## src/rtl/vram_cmd_pkg.sv

```systemverilog
// Purpose : shared definitions for the host-write FIFO to VRAM command decoder.
//           Opcode encodings, command-word field positions, the FSM state
//           enum and a helper that tells which states may pop the FIFO.
// Ports   : none (package).
package vram_cmd_pkg;

    localparam logic [1:0] OP_SET_ADDR = 2'b00;
    localparam logic [1:0] OP_WRITE    = 2'b01;
    localparam logic [1:0] OP_FILL     = 2'b10;
    localparam logic [1:0] OP_RSVD     = 2'b11;

    localparam int OPC_HI = 15;
    localparam int OPC_LO = 14;

    typedef enum logic [2:0] {
        ST_IDLE,
        ST_ADDR_LO,
        ST_WR_DATA,
        ST_WR_ISSUE,
        ST_FILL_VAL,
        ST_FILL_ISSUE
    } state_e;

    // States that consume a FIFO word whenever one is available.
    function automatic logic is_pop_state(input state_e s);
        return (s == ST_IDLE) || (s == ST_ADDR_LO) ||
               (s == ST_WR_DATA) || (s == ST_FILL_VAL);
    endfunction

endpackage

```

## src/rtl/fifo_vram_writer_if.sv

```systemverilog
// Purpose : bundles the FIFO read port (first-word-fall-through) and the
//           single-word VRAM write request port used by fifo_vram_writer.
// Signals : rd_data/rd_empty/rd_en   FIFO head word, empty flag, pop strobe
//           vram_req/addr/wdata/ack  write request held until one-cycle ack
// Modports: master = the command decoder, slave = FIFO + arbiter side.
interface fifo_vram_writer_if #(
    parameter int ADDR_W = 17
);
    logic [15:0]       rd_data;
    logic              rd_empty;
    logic              rd_en;
    logic              vram_req;
    logic [ADDR_W-1:0] vram_addr;
    logic [15:0]       vram_wdata;
    logic              vram_ack;

    modport master (
        input  rd_data, rd_empty, vram_ack,
        output rd_en, vram_req, vram_addr, vram_wdata
    );

    modport slave (
        output rd_data, rd_empty, vram_ack,
        input  rd_en, vram_req, vram_addr, vram_wdata
    );
endinterface

```

## src/rtl/fifo_vram_writer.sv

```systemverilog
// Purpose : drains 16-bit command/data words from the host-write FIFO and
//           issues single-word VRAM writes. Commands: SET_ADDR (two words),
//           WRITE (N data words follow), FILL (one value written N times);
//           the reserved opcode is discarded with a one-cycle cmd_err pulse.
// Ports   : clk      read-side clock (FIFO read clock)
//           rst_n    synchronous active-low reset
//           bus      fifo_vram_writer_if.master (FIFO read + VRAM write port)
//           busy     high whenever the FSM is not idle
//           cmd_err  one-cycle pulse after a reserved opcode is popped
module fifo_vram_writer
    import vram_cmd_pkg::*;
#(
    parameter int ADDR_W = 17,
    parameter int CNT_W  = 14
) (
    input  logic                       clk,
    input  logic                       rst_n,
    fifo_vram_writer_if.master         bus,
    output logic                       busy,
    output logic                       cmd_err
);

    state_e            state_q, state_d;
    logic [ADDR_W-1:0] addr_q,  addr_d;
    logic [CNT_W-1:0]  cnt_q,   cnt_d;
    logic              req_q,   req_d;
    logic [15:0]       wdata_q, wdata_d;
    logic              err_q,   err_d;
    logic              pop;
    logic [1:0]        opc;

    assign opc = bus.rd_data[OPC_HI:OPC_LO];

    // State and datapath registers
    always_ff @(posedge clk) begin
        if (!rst_n) begin
            state_q <= ST_IDLE;
            addr_q  <= '0;
            cnt_q   <= '0;
            req_q   <= 1'b0;
            wdata_q <= '0;
            err_q   <= 1'b0;
        end else begin
            state_q <= state_d;
            addr_q  <= addr_d;
            cnt_q   <= cnt_d;
            req_q   <= req_d;
            wdata_q <= wdata_d;
            err_q   <= err_d;
        end
    end

    // Next-state and datapath update
    always_comb begin
        state_d = state_q;
        addr_d  = addr_q;
        cnt_d   = cnt_q;
        req_d   = req_q;
        wdata_d = wdata_q;
        err_d   = 1'b0;
        unique case (state_q)
            ST_IDLE: begin
                if (pop) begin
                    unique case (opc)
                        OP_SET_ADDR: begin
                            addr_d[ADDR_W-1:16] = bus.rd_data[ADDR_W-17:0];
                            state_d = ST_ADDR_LO;
                        end
                        OP_WRITE: begin
                            cnt_d   = bus.rd_data[CNT_W-1:0];
                            state_d = ST_WR_DATA;
                        end
                        OP_FILL: begin
                            cnt_d   = bus.rd_data[CNT_W-1:0];
                            state_d = ST_FILL_VAL;
                        end
                        OP_RSVD: begin
                            err_d = 1'b1;
                        end
                        default: ;
                    endcase
                end
            end
            ST_ADDR_LO: begin
                if (pop) begin
                    addr_d[15:0] = bus.rd_data;
                    state_d      = ST_IDLE;
                end
            end
            ST_WR_DATA: begin
                if (pop) begin
                    wdata_d = bus.rd_data;
                    req_d   = 1'b1;
                    state_d = ST_WR_ISSUE;
                end
            end
            ST_WR_ISSUE: begin
                if (bus.vram_ack) begin
                    req_d  = 1'b0;
                    addr_d = addr_q + ADDR_W'(1);
                    if (cnt_q == '0) begin
                        state_d = ST_IDLE;
                    end else begin
                        cnt_d   = cnt_q - CNT_W'(1);
                        state_d = ST_WR_DATA;
                    end
                end
            end
            ST_FILL_VAL: begin
                if (pop) begin
                    wdata_d = bus.rd_data;
                    req_d   = 1'b1;
                    state_d = ST_FILL_ISSUE;
                end
            end
            ST_FILL_ISSUE: begin
                // req stays asserted between acks so a tied-high ack
                // retires one word per cycle.
                if (bus.vram_ack) begin
                    addr_d = addr_q + ADDR_W'(1);
                    if (cnt_q == '0) begin
                        req_d   = 1'b0;
                        state_d = ST_IDLE;
                    end else begin
                        cnt_d = cnt_q - CNT_W'(1);
                    end
                end
            end
            default: state_d = ST_IDLE;
        endcase
    end

    // Outputs
    always_comb begin
        pop            = is_pop_state(state_q) && !bus.rd_empty;
        bus.rd_en      = pop;
        bus.vram_req   = req_q;
        bus.vram_addr  = addr_q;
        bus.vram_wdata = wdata_q;
        busy           = (state_q != ST_IDLE);
        cmd_err        = err_q;
    end

endmodule
```

## src/flat_wrapper.sv

```systemverilog
// flat-port wrapper written by rule: the top's interface ports become plain ports
module fifo_vram_writer_flat import vram_cmd_pkg::*;
#(
    parameter int ADDR_W = 17,
    parameter int CNT_W  = 14
)
  (clk, rst_n, busy, cmd_err, bus_rd_data, bus_rd_empty, bus_vram_ack, bus_rd_en, bus_vram_req, bus_vram_addr, bus_vram_wdata);
  fifo_vram_writer_if #(.ADDR_W(ADDR_W)) bus_i ();
  input  logic clk;
  input  logic rst_n;
  output logic busy;
  output logic cmd_err;
  input wire logic [$bits(bus_i.rd_data)-1:0] bus_rd_data;
  input wire logic [$bits(bus_i.rd_empty)-1:0] bus_rd_empty;
  input wire logic [$bits(bus_i.vram_ack)-1:0] bus_vram_ack;
  output wire logic [$bits(bus_i.rd_en)-1:0] bus_rd_en;
  output wire logic [$bits(bus_i.vram_req)-1:0] bus_vram_req;
  output wire logic [$bits(bus_i.vram_addr)-1:0] bus_vram_addr;
  output wire logic [$bits(bus_i.vram_wdata)-1:0] bus_vram_wdata;
  assign bus_i.rd_data = bus_rd_data;
  assign bus_i.rd_empty = bus_rd_empty;
  assign bus_i.vram_ack = bus_vram_ack;
  assign bus_rd_en = bus_i.rd_en;
  assign bus_vram_req = bus_i.vram_req;
  assign bus_vram_addr = bus_i.vram_addr;
  assign bus_vram_wdata = bus_i.vram_wdata;
  fifo_vram_writer #(.ADDR_W(ADDR_W), .CNT_W(CNT_W)) u_core (.clk(clk), .rst_n(rst_n), .bus(bus_i), .busy(busy), .cmd_err(cmd_err));
endmodule
```

## config.mk

```make
export PLATFORM = sky130hd
export DESIGN_NAME = fifo_vram_writer_flat
export DESIGN_NICKNAME = d
export VERILOG_FILES = /design/src/rtl/vram_cmd_pkg.sv /design/src/rtl/fifo_vram_writer_if.sv /design/src/rtl/fifo_vram_writer.sv /design/src/flat_wrapper.sv
export SDC_FILE = /design/constraint.sdc
export NUM_CORES = 1
export LEC_CHECK = 0
export BUFFER_PORTS_ARGS = -buffer_cell sky130_fd_sc_hd__buf_2
export CAP_MARGIN = 20
export CORE_MARGIN = 2
export CORE_UTILIZATION = 50
export CTS_CLUSTER_DIAMETER = 200
export DETAILED_ROUTE_END_ITERATION = 7
export GPL_ROUTABILITY_DRIVEN = 0
export GPL_TIMING_DRIVEN = 0
export PLACE_DENSITY = 0.73
export SLEW_MARGIN = 30
export SYNTH_ARGS = -nofsm -noshare
export SYNTH_HDL_FRONTEND = slang
export SYNTH_SLANG_ARGS = --single-unit
export TNS_END_PERCENT = 30
```

## constraint.sdc

```tcl
create_clock -name clk -period 2.7 [get_ports clk]
set_clock_uncertainty 0.15 [all_clocks]
set_input_delay 0.27 -clock clk [delete_from_list [all_inputs] [get_ports clk]]
set_output_delay 0.27 -clock clk [all_outputs]
set_load 0.02 [all_outputs]
```

==> results of run 1 <==
-- per-stage QoR --
stage | cells | power [W]
3_3_place_gp | 529 | 0.00150
4_1_cts | 537 | 0.00196
3_5_place_dp | 529 | 0.00150
2_1_floorplan | 399 | 0.00131
5_1_grt | 537 | 0.00207
6_report | 537 | 0.00198
-- cells in the final DEF, fill, tap and decap left out, drive strengths merged, types with 4 or more instances in the layout --
master	instances
a211o	7
a21boi	4
a21o	4
a21oi	47
a31oi	7
and2	5
buf	62
clkbuf	25
dfxtp	52
ha	6
inv	10
nand2	70
nand3	9
nand4	4
nor2	33
nor3	12
nor4	5
o211ai	9
o21a	4
o21ai	17
o311ai	6
o31a	6
o31ai	8
or3	6
or4	4
-- kinds of logic (layout without fill, tap and decap cells) --
| family | count (synthesis) | in the layout |
|---|---|---|
| AND/OR/NAND/NOR | 165 | 165 |
| adder cells (fa/ha/maj) | 6 | 6 |
| buffers and inverters | 36 | 99 |
| XOR/XNOR | 2 | 2 |
| AO/OA/AOI/OAI | 138 | 138 |
| flip-flops | 52 | 52 |
-- registers in the layout (all words and copies together) (netlist names) --
register               cells
u_core.bus.vram_addr      17
u_core.bus.vram_wdata     16
u_core.cnt_q              14
u_core.state_q             3
u_core.bus.vram_req        1
u_core.cmd_err             1
-- tightest hold or removal path, stage by stage --
cell,delay (ns)
buf_2,0.11
nand2_1,0.05
a21oi_1,0.05
-- repair_timing --
| action | 4_1_cts | 5_1_grt |
|---|---|---|
| setup buffers | 0 | 0 |
| hold buffers | 0 | 0 |
| endpoints found under the setup margin | 0 | 8 |
| gates resized for setup | 0 | 1 |
| hold endpoints to repair | 0 | 0 |
-- power groups by stage --
stage | clock network, W | logic [W] | registers (W)
after detailed placement | 0 | 0.000599 | 0.000901
final | 0.000476 | 0.000618 | 0.000886
after global routing | 0.000505 | 0.000671 | 0.000894
after CTS | 0.000476 | 0.000602 | 0.000883
after floorplan | 0 | 0.000384 | 0.000930
after global placement | 0 | 0.000597 | 0.000898
-- area by class of cell --
| cell class | instances | share of cell area [%] |
|---|---|---|
| sequential | 52 | 29.3 |
| inverter | 9 | 0.952 |
| tap | 75 | 2.65 |
| multi-input combinational | 311 | 51.8 |
| buffer | 27 | 4.94 |
| timing repair buffer | 55 | 7.76 |
| clock buffer | 5 | 1.94 |
| clock inverter | 3 | 0.600 |
-- layer usage --
layer	global-route usage [%]	vias to the layer above	routed length (um)
met5	0	-	0
met4	13.0	0	342
met1	41.9	1550	4070
met3	5.65	31	870
li1	-	1599	-
met2	42.2	171	4320
-- worst max path at each step --
stage | to | slack (ns) | cells past startpoint
4_1_cts | u_core.cnt_q[8] | 0.05 | 9
5_1_grt | u_core.cnt_q[8] | 0.01 | 9
2_1_floorplan | u_core.cnt_q[0] | 0.58 | 7
3_3_place_gp | u_core.cnt_q[8] | 0.13 | 9
3_5_place_dp | u_core.cnt_q[8] | 0.08 | 9
6_report | u_core.cnt_q[8] | 0.12 | 9
==> metrics.cfg, run 1 <==
[route]
drtPass1Iterations = 5
detail_route.iter0.violations = 398
wl_per_cell_um = 17.9
ant_nets = 0
wl_um = 9600
vias = 3351
vias_per_cell = 6.24
drc = 0

[logic_synthesis]
synth_xor_area_share_pct = 0.812
netlist_instances = 399
seq_area_frac_synth_pct = 33.8
yosysWarningCount = 0
synth_area_um2 = 3080
yosys.area.top_type = dfxtp_1
synth_mux_area_share_pct = 0
async_flop_share_pct = 0
ys_ff_latch = 52
synth_top_area_share_pct = 33.8
ys_top_cells_by_count = nand2_1, dfxtp_1, a21oi_1, nor2_1, clkbuf_1
synth-main-ff-cell = dfxtp_1
synth_top_family_by_area = compound AO/OA/AOI/OAI gates
synthAdderAreaFrac_pct = 2.44
syn_area_per_cell_um2 = 7.72
synth_compound_area_share_pct = 30.1
synthDistinctLibCells = 61
synth_area_leaders = dfxtp_1, nand2_1, a21oi_1
synth_edf_count = 0
synth_nets = 425
synth_most_common_cell = nand2_1
synth_simple_gate_area_share_pct = 26.1

[setup_path]
cp.required_ns = 2.77
r2r-end = u_core.cnt_q[8]
worstPathArrival_ns = 2.65
reg2reg_setup_slack_ns = 0.12
critical_path_class = reg2reg
path_buf_inv = 3
r2r-start = u_core.cnt_q[0]
cp_top_family = simple AND/OR/NAND/NOR gates
crit_fanout = 10
max_stage_delay_ns = 0.37
crit_start = u_core.cnt_q[0]
critPathLaunchType = register
crit_chain = inv_1 -> ha_1 -> nor3b_4 -> nand4_1 -> nor2_2 -> buf_6 -> buf_2 -> nor2_1 -> a31o_1
r2r_cells = 9
cp_slowest_cell = nor3b_4
end_kind = register

[min_path]
hold_class = in2reg
hold_depth = 3
hold_start = bus_rd_data[9]
hold_end = u_core.bus.vram_wdata[9]

[power]
intPower_w = 0.00123
p_seq_share_pct = 44.8
p_sw_w = 0.000752
power.density_nw_per_um2 = 558
power_frac_comb_pct = 31.2
vdd_ir_drop_max_v = 0.000286
sw_frac_of_total_pct = 38.0
power.leakage_nw = 1.41
p_clk_share_pct = 24.0

[timing]
relSlewSlack_pct = 44.8
worst_pin_slew_ns = 0.820
rsz0062_at_grt = false
fin_hold_ws_ns = 0.0382
setup_slack_ns = 0.120
hold_violations = 0
finalSetupViolations = 0
fin_tns_setup_ns = 0
timing.fmax_mhz = 388
period_minus_slack_ns = 2.58
fin_crit_sh_pct = 95.6
slew_violations = 0

[global_routing]
grt_max_degree = 18
grt-ovfl-total = 0
grt_pass1_vias = 2941
antenna_found_initial = 0
grt_pass1_wl_um = 15000
grt_usage_pct = 29.1

[job]
drv_cap = 0

[cts]
clk_path_buf_depth = 2
cts_sinks = 52
clkLatencyLatePin_ns = 0.32
path_clk_slew_ns = 0.11
cts_root_buffer = clkbuf_8
numCtsBuffers = 5
cts_tree = yes
cts_max_level = 2

[die]
fp.dieArea_um2 = 6810
initial_core_util_pct = 51.7
fp.dieH_um = 82.5
die_x_um = 82.5
std_cell_rows = 28
coreArea_um2 = 5960
io_pins = 57

[placed_design]
post_dp_cell_area_um2 = 3450
dp_slack_ns = 0.0800
dpl.hpwl_um = 6920
portBuffers = 55

[finish]
multi_input_area_um2 = 1840
final_area_um2 = 3550
insertedDiodeCount = 0
syn_to_final_growth_pct = 15.1
final_util_pct = 59.6
drive_above_1_share_pct = 19.0
nets = 487
seqCellArea_um2 = 1040
nFillCells = 575

[outcome]
outcome = complete, no violations

No activity file was read; power rests on OpenSTA's default activity.
==> run 2, diff against run 1 <==
CORE_MARGIN = not set   (was 2)
==> metrics.cfg, run 2 (same netlist as run 1, synthesis figures left out) <==
[setup_path]
max_stage_delay_ns = 0.36  ; about the same
end_kind = register
crit_chain = inv_1 -> ha_1 -> nor3b_4 -> nand4_1 -> nor2_2 -> buf_6 -> buf_2 -> nor2_1 -> a31o_1
worstPathArrival_ns = 2.65  ; about the same
cp.required_ns = 2.76  ; about the same
critical_path_class = reg2reg
critPathLaunchType = register
path_buf_inv = 3  ; unchanged
cp_top_family = simple AND/OR/NAND/NOR gates
cp_slowest_cell = nor3b_4
crit_fanout = 10  ; unchanged

[route]
vias_per_cell = 6.30  ; +0.95%
wl_met3_um = 867  ; -0.34%
wl_um = 9520  ; -0.84%
vias = 3383  ; +0.95%
detail_route.wirelength.met1_um = 4160  ; +2.2%
drc = 0  ; unchanged
wl_per_cell_um = 17.7  ; -0.84%
detail_route.iter0.violations = 409  ; +2.8%
met2_length_um = 4120  ; -4.5%
drtPass1Iterations = 5  ; unchanged
top_layer = met4
ant_nets = 0  ; unchanged

[die]
coreArea_um2 = 5920  ; -0.59%
die_x_um = 80.5  ; -2.4%
io_pins = 57  ; unchanged
std_cell_rows = 28  ; unchanged
fp.dieArea_um2 = 6480  ; -4.8%
initial_core_util_pct = 52.0  ; +0.31 points
fp.dieH_um = 80.5  ; -2.4%

[timing]
slew_violations = 0  ; unchanged
fin_tns_setup_ns = 0  ; unchanged
timing.fmax_mhz = 387  ; -0.19%
fin_hold_ws_ns = 0.0371  ; -0.00111 ns
rsz0062_at_grt = false
worst_pin_slew_ns = 0.806  ; -0.0148 ns
finalSetupViolations = 0  ; unchanged
period_minus_slack_ns = 2.59  ; +0.00485 ns
hold_violations = 0  ; unchanged
relSlewSlack_pct = 45.8  ; +1.0 points
fin_crit_sh_pct = 95.7  ; +0.18 points

[cts]
cts_root_buffer = clkbuf_8
path_clk_slew_ns = 0.11  ; about the same
post_cts_buffers = 0  ; unchanged
cts_hold_buf = 0  ; unchanged
cts_tree = yes
clk_path_buf_depth = 2  ; unchanged
cts_sinks = 52  ; unchanged
numCtsBuffers = 5  ; unchanged
clkLatencyLatePin_ns = 0.31  ; about the same
cts_resized = 0  ; unchanged
cts_max_level = 2  ; unchanged

[power]
power.leakage_nw = 1.42  ; +0.80%
vdd_ir_drop_max_v = 0.000312  ; +9.2%
power_w = 0.00207  ; +4.5%
power.density_nw_per_um2 = 580  ; +3.9%

[min_path]
hold_class = in2reg

[global_routing]
grt_pass1_vias = 2908  ; -1.1%
grt_max_degree = 17  ; -1
grt-ovfl-total = 0  ; unchanged
antenna_found_initial = 0  ; unchanged
grt_usage_pct = 30.1  ; +1.0 points
grt_pass1_wl_um = 14700  ; -1.8%

[finish]
insertedDiodeCount = 0  ; unchanged
nets = 487  ; unchanged
drive_above_1_share_pct = 18.8  ; -0.22 points
multi_input_area_um2 = 1840  ; unchanged
seqCellArea_um2 = 1040  ; unchanged
syn_to_final_growth_pct = 15.8
nFillCells = 577  ; +0.35%
largest_register_ffs = 17  ; unchanged
layout_common_cells = nand2_1, buf_2, dfxtp_1
final_common_cell = nand2_1
final_area_um2 = 3570  ; +0.60%

[outcome]
outcome = complete, no violations

[placed_design]
post_dp_cell_area_um2 = 3450  ; unchanged
portBuffers = 55  ; unchanged
dpl.hpwl_um = 6790  ; -1.9%

[job]
drv_cap = 0  ; unchanged

-- run 2: area by class of cell --
type | instances | area share, %
multi-input combinational | 311 | 51.5
tap | 75 | 2.63
inverter | 9 | 0.947
buffer | 27 | 4.91
timing repair buffer | 55 | 7.71
sequential | 52 | 29.2
clock inverter | 2 | 1.09
clock buffer | 6 | 2.03
-- run 2: worst register-to-register path, cell delays in order, from the launching register on --
cell	delay, ns
dfxtp_1	0.34
inv_1	0.11
ha_1	0.24
nor3b_4	0.36
nand4_1	0.36
nor2_2	0.23
buf_6	0.17
buf_2	0.25
nor2_1	0.07
a31o_1	0.20
-- run 2: path summary, 6_finish.rpt --
path	from	slack (ns)	end	cells past startpoint
setup reg to reg	u_core.cnt_q[0]	0.11	u_core.cnt_q[8]	9
hold / removal	bus_rd_data[6]	0.04	u_core.bus.vram_wdata[6]	3
setup / recovery	u_core.cnt_q[0]	0.11	u_core.cnt_q[8]	9
hold reg to reg	u_core.bus.vram_wdata[2]	0.31	u_core.bus.vram_wdata[2]	2
-- run 2: stage by stage --
| stage | instances | worst slack [ns] | utilization, % |
|---|---|---|---|
| finish | 537 | 0.115 | 60.3 |
| global route | 537 | 0.00169 | 60.3 |
| CTS | 537 | 0.100 | 60.2 |
| detailed placement | 529 | 0.125 | 58.3 |
| global placement | 529 | 0.151 | 58.3 |
| floorplan | 399 | 0.584 | - |
-- run 2: report_power, final --
group	internal, W	total (W)	switching [W]	leakage, nW
logic	0.000220	0.000621	0.000401	0.946
clock network	0.000281	0.000563	0.000282	0.0558
registers	0.000824	0.000885	0.0000611	0.423
-- run 2: layer usage --
metal / up-vias / track usage, %
li1: 1599 / -
met3: 32 / 6.14
met4: 0 / 17.9
met5: - / 0
met1: 1573 / 41.5
met2: 179 / 42.8
==> run 3, diff against run 2 <==
CELL_PAD_IN_SITES_DETAIL_PLACEMENT = 0   (was not set)
CELL_PAD_IN_SITES_GLOBAL_PLACEMENT = 1   (was not set)
CORE_UTILIZATION = 41   (was 50)
PLACE_DENSITY = not set   (was 0.73)
PLACE_DENSITY_LB_ADDON = 0.1   (was not set)
==> metrics.cfg, run 3 (same netlist as run 1, synthesis figures left out) <==
[outcome]
outcome = complete, no violations

[global_routing]
met2_usage_pct = 43.6  ; +0.77 points
grt_usage_pct = 27.0  ; -3.2 points
grt-ovfl-total = 0  ; unchanged
grt_pass1_wl_um = 15800  ; +7.1%
grt_pass1_vias = 2917  ; +0.31%
grt_use_met3_pct = 3.26  ; -2.9 points
antenna_found_initial = 0  ; unchanged
grt_max_degree = 17  ; unchanged
grt-busiest-layer = met2
grt_use_met1_pct = 37.6  ; -3.9 points

[finish]
multi_input_area_um2 = 1840  ; unchanged
largest_register_ffs = 17  ; unchanged
drive_above_1_share_pct = 19.0  ; +0.22 points
seqCellArea_um2 = 1040  ; unchanged
syn_to_final_growth_pct = 16.8
final_common_cell = nand2_1
insertedDiodeCount = 0  ; unchanged
layout_common_cells = nand2_1, buf_2, dfxtp_1
nets = 487  ; unchanged
nFillCells = 761  ; +32%
final_area_um2 = 3600  ; +0.84%

[cts]
cts_sinks = 52  ; unchanged
cts_hold_buf = 0  ; unchanged
clkLatencyLatePin_ns = 0.32  ; about the same
path_clk_slew_ns = 0.11  ; about the same
cts_max_level = 2  ; unchanged
cts_resized = 0  ; unchanged
clk_path_buf_depth = 2  ; unchanged
post_cts_buffers = 0  ; unchanged
numCtsBuffers = 5  ; unchanged
cts_tree = yes
cts_root_buffer = clkbuf_8

[power]
power.leakage_nw = 1.42  ; -0.12%
p_seq_share_pct = 42.8  ; about the same
vdd_ir_drop_max_v = 0.000285  ; -8.9%
p_sw_w = 0.000753  ; +1.1%
p_clk_share_pct = 27.1  ; about the same
power.density_nw_per_um2 = 576  ; -0.73%
sw_frac_of_total_pct = 36.3  ; +0.36 points
intPower_w = 0.00132  ; -0.46%
power_frac_comb_pct = 30.1  ; about the same

[timing]
slew_violations = 0  ; unchanged
hold_violations = 0  ; unchanged
relSlewSlack_pct = 36.0  ; -9.8 points
rsz0062_at_grt = false
worst_pin_slew_ns = 0.951  ; +0.146 ns
period_minus_slack_ns = 2.57  ; -0.0190 ns
fin_crit_sh_pct = 95.0  ; -0.70 points
timing.fmax_mhz = 390  ; +0.74%
fin_tns_setup_ns = 0  ; unchanged
finalSetupViolations = 0  ; unchanged
setup_slack_ns = 0.134  ; +0.0190 ns

[route]
wl_um = 10300  ; +8.4%
vias = 3373  ; -0.30%
vias_per_cell = 6.01  ; -4.6%
wl_per_cell_um = 18.4  ; +3.7%
drc = 0  ; unchanged
detail_route.iter0.violations = 239  ; -42%
ant_nets = 0  ; unchanged
drtPass1Iterations = 7  ; +2

[setup_path]
r2r_cells = 9  ; unchanged
cp.required_ns = 2.77  ; about the same
r2r-start = u_core.cnt_q[0]
end_kind = register
critical_path_class = reg2reg
critPathLaunchType = register
crit_fanout = 10  ; unchanged
worstPathArrival_ns = 2.64  ; about the same
r2r-end = u_core.cnt_q[8]
reg2reg_setup_slack_ns = 0.13  ; +0.02 ns

[placed_design]
dp_slack_ns = 0.108  ; -0.0168 ns
dpl.hpwl_um = 7380  ; +8.7%
portBuffers = 55  ; unchanged
post_dp_cell_area_um2 = 3480  ; +0.87%

[min_path]
hold_class = in2reg
hold_start = bus_rd_data[6]
hold_depth = 3  ; unchanged
hold_end = u_core.bus.vram_wdata[6]

[die]
fp.dieArea_um2 = 7870  ; +21%
initial_core_util_pct = 42.5  ; -9.6 points
io_pins = 57  ; unchanged
coreArea_um2 = 7250  ; +23%
fp.dieH_um = 88.7  ; +10%
std_cell_rows = 31  ; +11%
die_x_um = 88.7  ; +10%

[job]
drv_cap = 0  ; unchanged

run 3: metrics by stage:
stage,instances,utilization (%),hold slack (ns),total power (W)
2_1_floorplan,399,-,0.256,0.00131
3_3_place_gp,553,48.0,0.289,0.00151
3_5_place_dp,553,48.0,0.294,0.00151
4_1_cts,561,49.5,0.0426,0.00207
5_1_grt,561,49.6,0.0375,0.00218
6_report,561,49.6,0.0338,0.00207
run 3: how the worst max path moves through the flow:
stage,start,end
6_report,u_core.cnt_q[0],u_core.cnt_q[8]
5_1_grt,u_core.cnt_q[0],u_core.cnt_q[8]
4_1_cts,u_core.cnt_q[0],u_core.cnt_q[8]
3_5_place_dp,u_core.cnt_q[0],u_core.cnt_q[8]
3_3_place_gp,u_core.cnt_q[0],u_core.cnt_q[8]
2_1_floorplan,bus_rd_data[14],u_core.cnt_q[0]
run 3: layer usage:
layer  wire length [um]  up-vias
li1                   -     1598
met1               4630     1584
met2               4720      176
met3                760       15
met4                207        0
met5                  0        -
run 3: power by group through the flow:
stage	clock, W	sequential [W]	combinational, W
floorplan	0	0.000930	0.000384
global placement	0	0.000900	0.000610
detailed placement	0	0.000901	0.000610
CTS	0.000568	0.000884	0.000614
global route	0.000602	0.000896	0.000678
finish	0.000561	0.000887	0.000624
run 3: final cells by class:
| type | count | area share, % |
|---|---|---|
| Multi-Input combinational cell | 311 | 51.1 |
| Sequential cell | 52 | 28.9 |
| Timing Repair Buffer | 55 | 7.65 |
| Buffer | 27 | 4.87 |
| Tap cell | 99 | 3.44 |
| Clock buffer | 5 | 1.91 |
| Clock inverter | 3 | 1.18 |
| Inverter | 9 | 0.939 |
run 3: critical path, cell delays in order, from the launching register on:
cell and delay (ns):
dfxtp_1 0.35, inv_1 0.10, ha_1 0.24, nor3b_4 0.35
nand4_1 0.36, nor2_2 0.22, buf_6 0.17, buf_2 0.25
nor2_1 0.06, a31o_1 0.20
